`src/rtl/button_pulse_conditioner.sv`:
```
// Two-channel push-button conditioner: 2-flop synchroniser, debounce FSM and a one-clock
// active-low press pulse per channel. Define AUTO_REPEAT_EN to emit repeat pulses while held.
module button_pulse_conditioner #(
   parameter int DEBOUNCE_CYCLES = 4,
   parameter int REPEAT_CYCLES   = 8,
   parameter int CNT_W           = 16
) (
   input  logic clk,
   input  logic reset,
   input  logic btn_up_n,
   input  logic btn_down_n,
   output logic up,
   output logic down,
   output logic conflict,
   output logic up_held,
   output logic down_held
);

   typedef enum logic [1:0] {IDLE, PRESS_WAIT, HELD, REL_WAIT} state_e;

   localparam logic [CNT_W-1:0] D_LAST  = CNT_W'(DEBOUNCE_CYCLES - 1);
   localparam logic [CNT_W-1:0] CNT_MAX = {CNT_W{1'b1}};

   if (DEBOUNCE_CYCLES < 2 || REPEAT_CYCLES < 1 || CNT_W < 2) begin : g_bad_params
      $error("button_pulse_conditioner: illegal parameter combination");
   end

   // Index 0 is the up channel, index 1 the down channel.
   logic [1:0]       s1_q, s1_d, s2_q, s2_d;
   state_e           state_q [2];
   state_e           state_d [2];
   logic [CNT_W-1:0] cnt_q [2];
   logic [CNT_W-1:0] cnt_d [2];
   logic [1:0]       req;
   logic             up_q, up_d, down_q, down_d, conflict_q, conflict_d;
`ifdef AUTO_REPEAT_EN
   logic [CNT_W-1:0] rep_q [2];
   logic [CNT_W-1:0] rep_d [2];
   localparam logic [CNT_W-1:0] R_LAST = CNT_W'(REPEAT_CYCLES - 1);
`endif

   function automatic logic [CNT_W-1:0] sat_inc(input logic [CNT_W-1:0] v);
      return (v == CNT_MAX) ? v : v + 1'b1;
   endfunction

   always_comb begin
      s1_d = {btn_down_n, btn_up_n};
      s2_d = s1_q;
      req  = 2'b00;
      for (int i = 0; i < 2; i++) begin
         state_d[i] = state_q[i];
         cnt_d[i]   = cnt_q[i];
`ifdef AUTO_REPEAT_EN
         rep_d[i]   = rep_q[i];
`endif
         case (state_q[i])
            IDLE: begin
               if (!s2_q[i]) begin
                  state_d[i] = PRESS_WAIT;
                  cnt_d[i]   = CNT_W'(1);
               end else begin
                  cnt_d[i] = '0;
               end
            end
            PRESS_WAIT: begin
               if (s2_q[i]) begin
                  state_d[i] = IDLE;
                  cnt_d[i]   = '0;
               end else if (cnt_q[i] == D_LAST) begin
                  state_d[i] = HELD;
                  cnt_d[i]   = '0;
                  req[i]     = 1'b1;
`ifdef AUTO_REPEAT_EN
                  rep_d[i]   = '0;
`endif
               end else begin
                  cnt_d[i] = sat_inc(cnt_q[i]);
               end
            end
            HELD: begin
               if (s2_q[i]) begin
                  state_d[i] = REL_WAIT;
                  cnt_d[i]   = CNT_W'(1);
               end
`ifdef AUTO_REPEAT_EN
               else if (rep_q[i] == R_LAST) begin
                  req[i]   = 1'b1;
                  rep_d[i] = '0;
               end else begin
                  rep_d[i] = sat_inc(rep_q[i]);
               end
`endif
            end
            REL_WAIT: begin
               // A low sample here is a release bounce: back to HELD without a pulse.
               if (!s2_q[i]) begin
                  state_d[i] = HELD;
                  cnt_d[i]   = '0;
`ifdef AUTO_REPEAT_EN
                  rep_d[i]   = '0;
`endif
               end else if (cnt_q[i] == D_LAST) begin
                  state_d[i] = IDLE;
                  cnt_d[i]   = '0;
               end else begin
                  cnt_d[i] = sat_inc(cnt_q[i]);
               end
            end
            default: begin
               state_d[i] = IDLE;
               cnt_d[i]   = '0;
            end
         endcase
      end
      // Coinciding requests are suppressed on both outputs and flagged instead.
      conflict_d = req[0] & req[1];
      up_d       = ~(req[0] & ~req[1]);
      down_d     = ~(req[1] & ~req[0]);
   end

   always_ff @(posedge clk) begin
      if (reset) begin
         s1_q       <= 2'b11;
         s2_q       <= 2'b11;
         up_q       <= 1'b1;
         down_q     <= 1'b1;
         conflict_q <= 1'b0;
         for (int i = 0; i < 2; i++) begin
            state_q[i] <= IDLE;
            cnt_q[i]   <= '0;
`ifdef AUTO_REPEAT_EN
            rep_q[i]   <= '0;
`endif
         end
      end else begin
         s1_q       <= s1_d;
         s2_q       <= s2_d;
         up_q       <= up_d;
         down_q     <= down_d;
         conflict_q <= conflict_d;
         for (int i = 0; i < 2; i++) begin
            state_q[i] <= state_d[i];
            cnt_q[i]   <= cnt_d[i];
`ifdef AUTO_REPEAT_EN
            rep_q[i]   <= rep_d[i];
`endif
         end
      end
   end

   assign up        = up_q;
   assign down      = down_q;
   assign conflict  = conflict_q;
   assign up_held   = (state_q[0] == HELD) || (state_q[0] == REL_WAIT);
   assign down_held = (state_q[1] == HELD) || (state_q[1] == REL_WAIT);

endmodule

```
`config.mk`:
```
export PLATFORM = sky130hd
export DESIGN_NAME = button_pulse_conditioner
export DESIGN_NICKNAME = d
export VERILOG_FILES = /design/src/rtl/button_pulse_conditioner.sv
export SDC_FILE = /design/constraint.sdc
export NUM_CORES = 1
export LEC_CHECK = 0
export CORE_MARGIN = 2
export CORE_UTILIZATION = 45
export CTS_BUF_LIST = sky130_fd_sc_hd__clkbuf_4 sky130_fd_sc_hd__clkbuf_8
export DETAILED_ROUTE_END_ITERATION = 8
export MAX_ROUTING_LAYER = met4
export SETUP_SLACK_MARGIN = 0.2
export SYNTH_ARGS = -nofsm -noshare
export SYNTH_HDL_FRONTEND = slang
export SYNTH_SLANG_ARGS = --single-unit
```
`constraint.sdc`:
```
create_clock -name clk -period 5.59 [get_ports clk]
set_input_delay 1.3975 -clock clk [delete_from_list [all_inputs] [get_ports clk]]
set_output_delay 1.3975 -clock clk [all_outputs]
set_load 0.1 [all_outputs]
```
-- Yosys cells after proc, flatten, opt, wreduce, memory -nomap -nowiden
Memories as Yosys holds them, arrays and structs flattened.
Cells that the tools add are included.
W data, S select, Z words.
- word-level logic and storage cells: 75
- bits in read-only memories: 0
- bits in latches: 0
- flip-flop bits (word level): 7
- memories: 2
- bits in writable memories: 36
- input bits: 4
- $add $sub $neg: 2
- eq/ne operators: 10
- $mul: 0
- $lt $le $gt $ge: 0
- bitwise logic cells: 11
- reductions and logical operators: 4
- divide/modulo/power cells: 0
- shift-type cells: 0
- muxes and demuxes: 41
- memory list (name ; depth ; bits a word ; read ports ; clocked after Yosys merged registers in ; write ports ; RTL line ; RTL):
    cnt_q ; 2 ; 16 ; 2 ; 0 ; 2 ; 32 ; logic [CNT_W-1:0] cnt_q [2];
    state_q ; 2 ; 2 ; 2 ; 0 ; 2 ; 30 ; state_e state_q [2];
- operators by type and width (operator ; number):
    $mux W16 ; 12
    $pmux W16 S4 ; 2
    $add A16 B1 Y16 const B ; 2
    $eq A16 B16 Y1 const B ; 2
    $eq A16 B2 Y1 const B ; 2
    $mux W2 ; 14
    $pmux W2 S4 ; 2
    $mux W1 ; 11
    $eq A2 B2 Y1 const B ; 4
    $eq A2 B1 Y1 const B ; 2
    $logic_not A2 Y1 ; 2
    $not A1 Y1 ; 4
    $or A1 B1 Y1 ; 4
    $and A1 B1 Y1 ; 3
    $logic_or A1 B1 Y1 ; 2

-- Depth between registers and ports, before layout
An unclocked memory read counts as a cell.
- depth in word-level cells: 8
- mapped depth: 7
- gate-level depth less buffers: 6

-- Worst setup path after synthesis
Ideal clock, no wire load.
- path type: register to output
- from: register (tool-made name)
- to: output port down_held
- slack: 2.950 ns
- arrival: 1.242 ns
- path buffers: 1
- cell stages (with the launch flop): 2
- data required time: 4.193 ns
- cells stage by stage: dfxtp_1 clkbuf_1
- RTL lines (item ; RTL line ; RTL):
    to (decl) ; 16 ; output logic down_held

==> flow_summary.toml <==
[status]
outcome = "complete, no violations"

[routing]
dr.first_iter.drc_count = 94
drc = 0
routedWlPerCell_um = 13.9
antenna_left = 0
vias = 1971
wl_um = 4750
viasPerCell = 5.78
drt_first_pass_iters = 4

[die]
coreArea_sq_um = 4720
rows = 25
dieHeight_um = 74.0
start_util_pct = 46.7
die-area_sq_um = 5480
io_pins = 9
fp.dieW_um = 74.0

[job]
maxCapViolCount = 0

[power_and_ir_drop]
p_leak_nw = 0.748
powerDensity_nw_per_um2 = 220
vdd_drop_max_mv = 0.123

[layout]
final_nets = 279
n_antenna_cell = 0
final_cells = 341
multiInputGateArea_sq_um = 1300
area_growth_syn_to_layout_pct = 10.8
layout-drive-gt1-share_pct = 8.39
num-fill-cells = 457
utilization_pct = 51.8
regArea_sq_um = 861

[placed_design]
dp.cells = 333
place_ws_ns = 2.13
place.gp.congestion = 0.875
dp_hpwl_um = 3220
port_buffers = 8

[critical_path]
cpMaxStageDelayCell = "clkdlybuf4s50_1"
required_ns = 4.19
arrival_ns = 1.92
r2r_slack_ns = 3.18
critical-path-top-delay-family = "buffers and inverters"
crit_path_max_fanout = 6
crit_type = "reg2out"
critPathLaunchType = "flop"
crit_chain = "clkdlybuf4s50_1"
end_kind = "output pin"
cpPeakStageDelay_ns = 1.17
timing.critical_path.buf_inv = 1

[sta]
setup_tns_ns = 0
fin_crit_ns = 3.32
hold_violations = 0
worst_pin_slew_ns = 1.02
skew_ns = 0.00784
finalMaxSlewViolations = 0
setup_ws_ns = 2.27
post-route-period-util_pct = 59.3
fmax_mhz = 302
setup-violations-final = 0
rsz0062_at_grt = "no"
relSlewSlack_pct = 31.8

[global_routing]
grt_max_degree = 24
grt_overflow = 0
grt_pass1_vias = 1699
track_usage_pct = 19.5
antenna_found_initial = 0
grt_first_pass_wirelength_um = 8180

[logic_synthesis]
synth-edff-count = 0
yosysUniqueCellTypes = 42
synthCells = 266
synthArstFlopShare_pct = 0
syn_avg_cell_area_sq_um = 8.29
ys_seq_area_share_pct = 39.0
ys_warn_count = 0
synth_ff_type = "dfxtp_1"
ys_ff_latch = 43
synth.cell_area_sq_um = 2210
syn_nets = 272

[cts]
path_clk_slew_ns = 0.09
cts_made_buffers = 5
postCtsHoldBufs = 0
cts_tree = "done"
clk-insertion-delay-late_ns = 0.30
cts-root-buf = "clkbuf_8"
cts_setup_buffers = 0
cts_resized = 0
clock_sinks = 43
htreeDepth = 2
cts.path.max_buffers = 2

[hold_path]
hold_path_class = "reg2reg"
## power breakdown
| group | switching [mW] | internal [mW] | total, mW |
|---|---|---|---|
| clock | 0.115 | 0.0894 | 0.205 |
| combinational | 0.0118 | 0.00799 | 0.0198 |
| sequential | 0.00342 | 0.309 | 0.313 |
| total | 0.131 | 0.407 | 0.537 |
## cell usage in the layout (no fill, tap or decap), types with 2 or more instances in the layout
master,count
nand3b_1,8
buf_4,3
nor4_1,8
nand2_1,24
ha_1,2
or4_1,6
or2_2,6
and4_2,2
o211ai_1,5
xor2_1,8
a21oi_1,16
and3_1,5
nor2_1,26
clkdlybuf4s50_1,8
or4b_1,2
o21ai_0,6
clkbuf_8,5
nand4_1,10
and4_1,5
a31oi_1,7
clkinv_4,2
nor3b_1,2
nor4b_1,4
and2_1,6
nand3_1,19
xnor2_1,6
nor3_1,8
dfxtp_1,43
a311oi_1,5
## logic make-up after synthesis
family	after synthesis	share of synthesized area, %
and+or+nand+nor	149	39.0
AOI/OAI and AO/OA	45	12.8
DFF	43	39.0
xor gates and xnor gates	14	5.56
buffers and inverters	12	2.04
adders and majority gates	2	1.13
muxes	1	0.454
## worst paths after layout
path / startpoint / end / cells past startpoint
setup / recovery: flop / down_held / 1
hold / removal: s1_q[1] / s2_q[1] / 1
setup reg to reg: cnt_q[0][0] / cnt_q[0][4] / 6
hold reg to reg: s1_q[1] / s2_q[1] / 1
## state kept, by name (all words and copies together), names as in the netlist, named ones only
register,flops
cnt_q,32
conflict,1
down,1
s1_q,2
s2_q,2
state_q,2
up,1
## cell usage after synthesis, drive strengths merged (2+ instances only)
master | count | area [sq um]
or4 | 6 | 45.0
or3 | 2 | 17.5
nor4b | 4 | 35.0
nand3b | 8 | 60.1
o211ai | 5 | 37.5
nand2 | 24 | 90.1
and3 | 5 | 31.3
nand3 | 19 | 95.1
ha | 2 | 25.0
or2 | 6 | 37.5
nand4 | 10 | 62.6
nor2 | 26 | 97.6
a21oi | 16 | 80.1
xor2 | 8 | 70.1
nor4 | 8 | 50.1
xnor2 | 6 | 52.6
clkbuf | 11 | 41.3
a31oi | 7 | 43.8
o21ai | 6 | 30.0
nor3 | 8 | 40.0
dfxtp | 43 | 861
and2 | 6 | 37.5
or4b | 3 | 33.8
a311oi | 5 | 43.8
nor3b | 2 | 15.0
and4 | 7 | 63.8
## worst register-to-register path: stages (launching register included)
cell      delay (ns)
dfxtp_1         0.41
ha_1            0.29
nor4b_1         0.25
and4_1          0.31
nor2_1          0.10
o21bai_1        0.80
nor2_1          0.11
## layer usage
metal / GRT usage, % / share of wire (%)
met1: 29.0 / 54
met2: 26.4 / 41
met3: 4.07 / 4.0
met4: 5.45 / 0.93
met5: - / 0
## metrics by stage
stage                     hold slack (ns)  instance area (sq um)  total power, mW
after floorplan                     0.389                   2210            0.334
after global placement              0.393                   2350            0.340
after detailed placement            0.396                   2350            0.340
after CTS                           0.416                   2440            0.546
after global routing                0.439                   2440            0.564
final                               0.415                   2440            0.537
## area by class of cell
type                            count  share of cell area (%)
Inverter                            1                   0.154
Multi-Input combinational cell    211                    53.2
Timing Repair Buffer               11                    4.20
Tap cell                           67                    3.43
Clock inverter                      3                    1.02
Clock buffer                        5                    2.81
Sequential cell                    43                    35.2
Note: power is estimated with default switching activity, not from simulation.
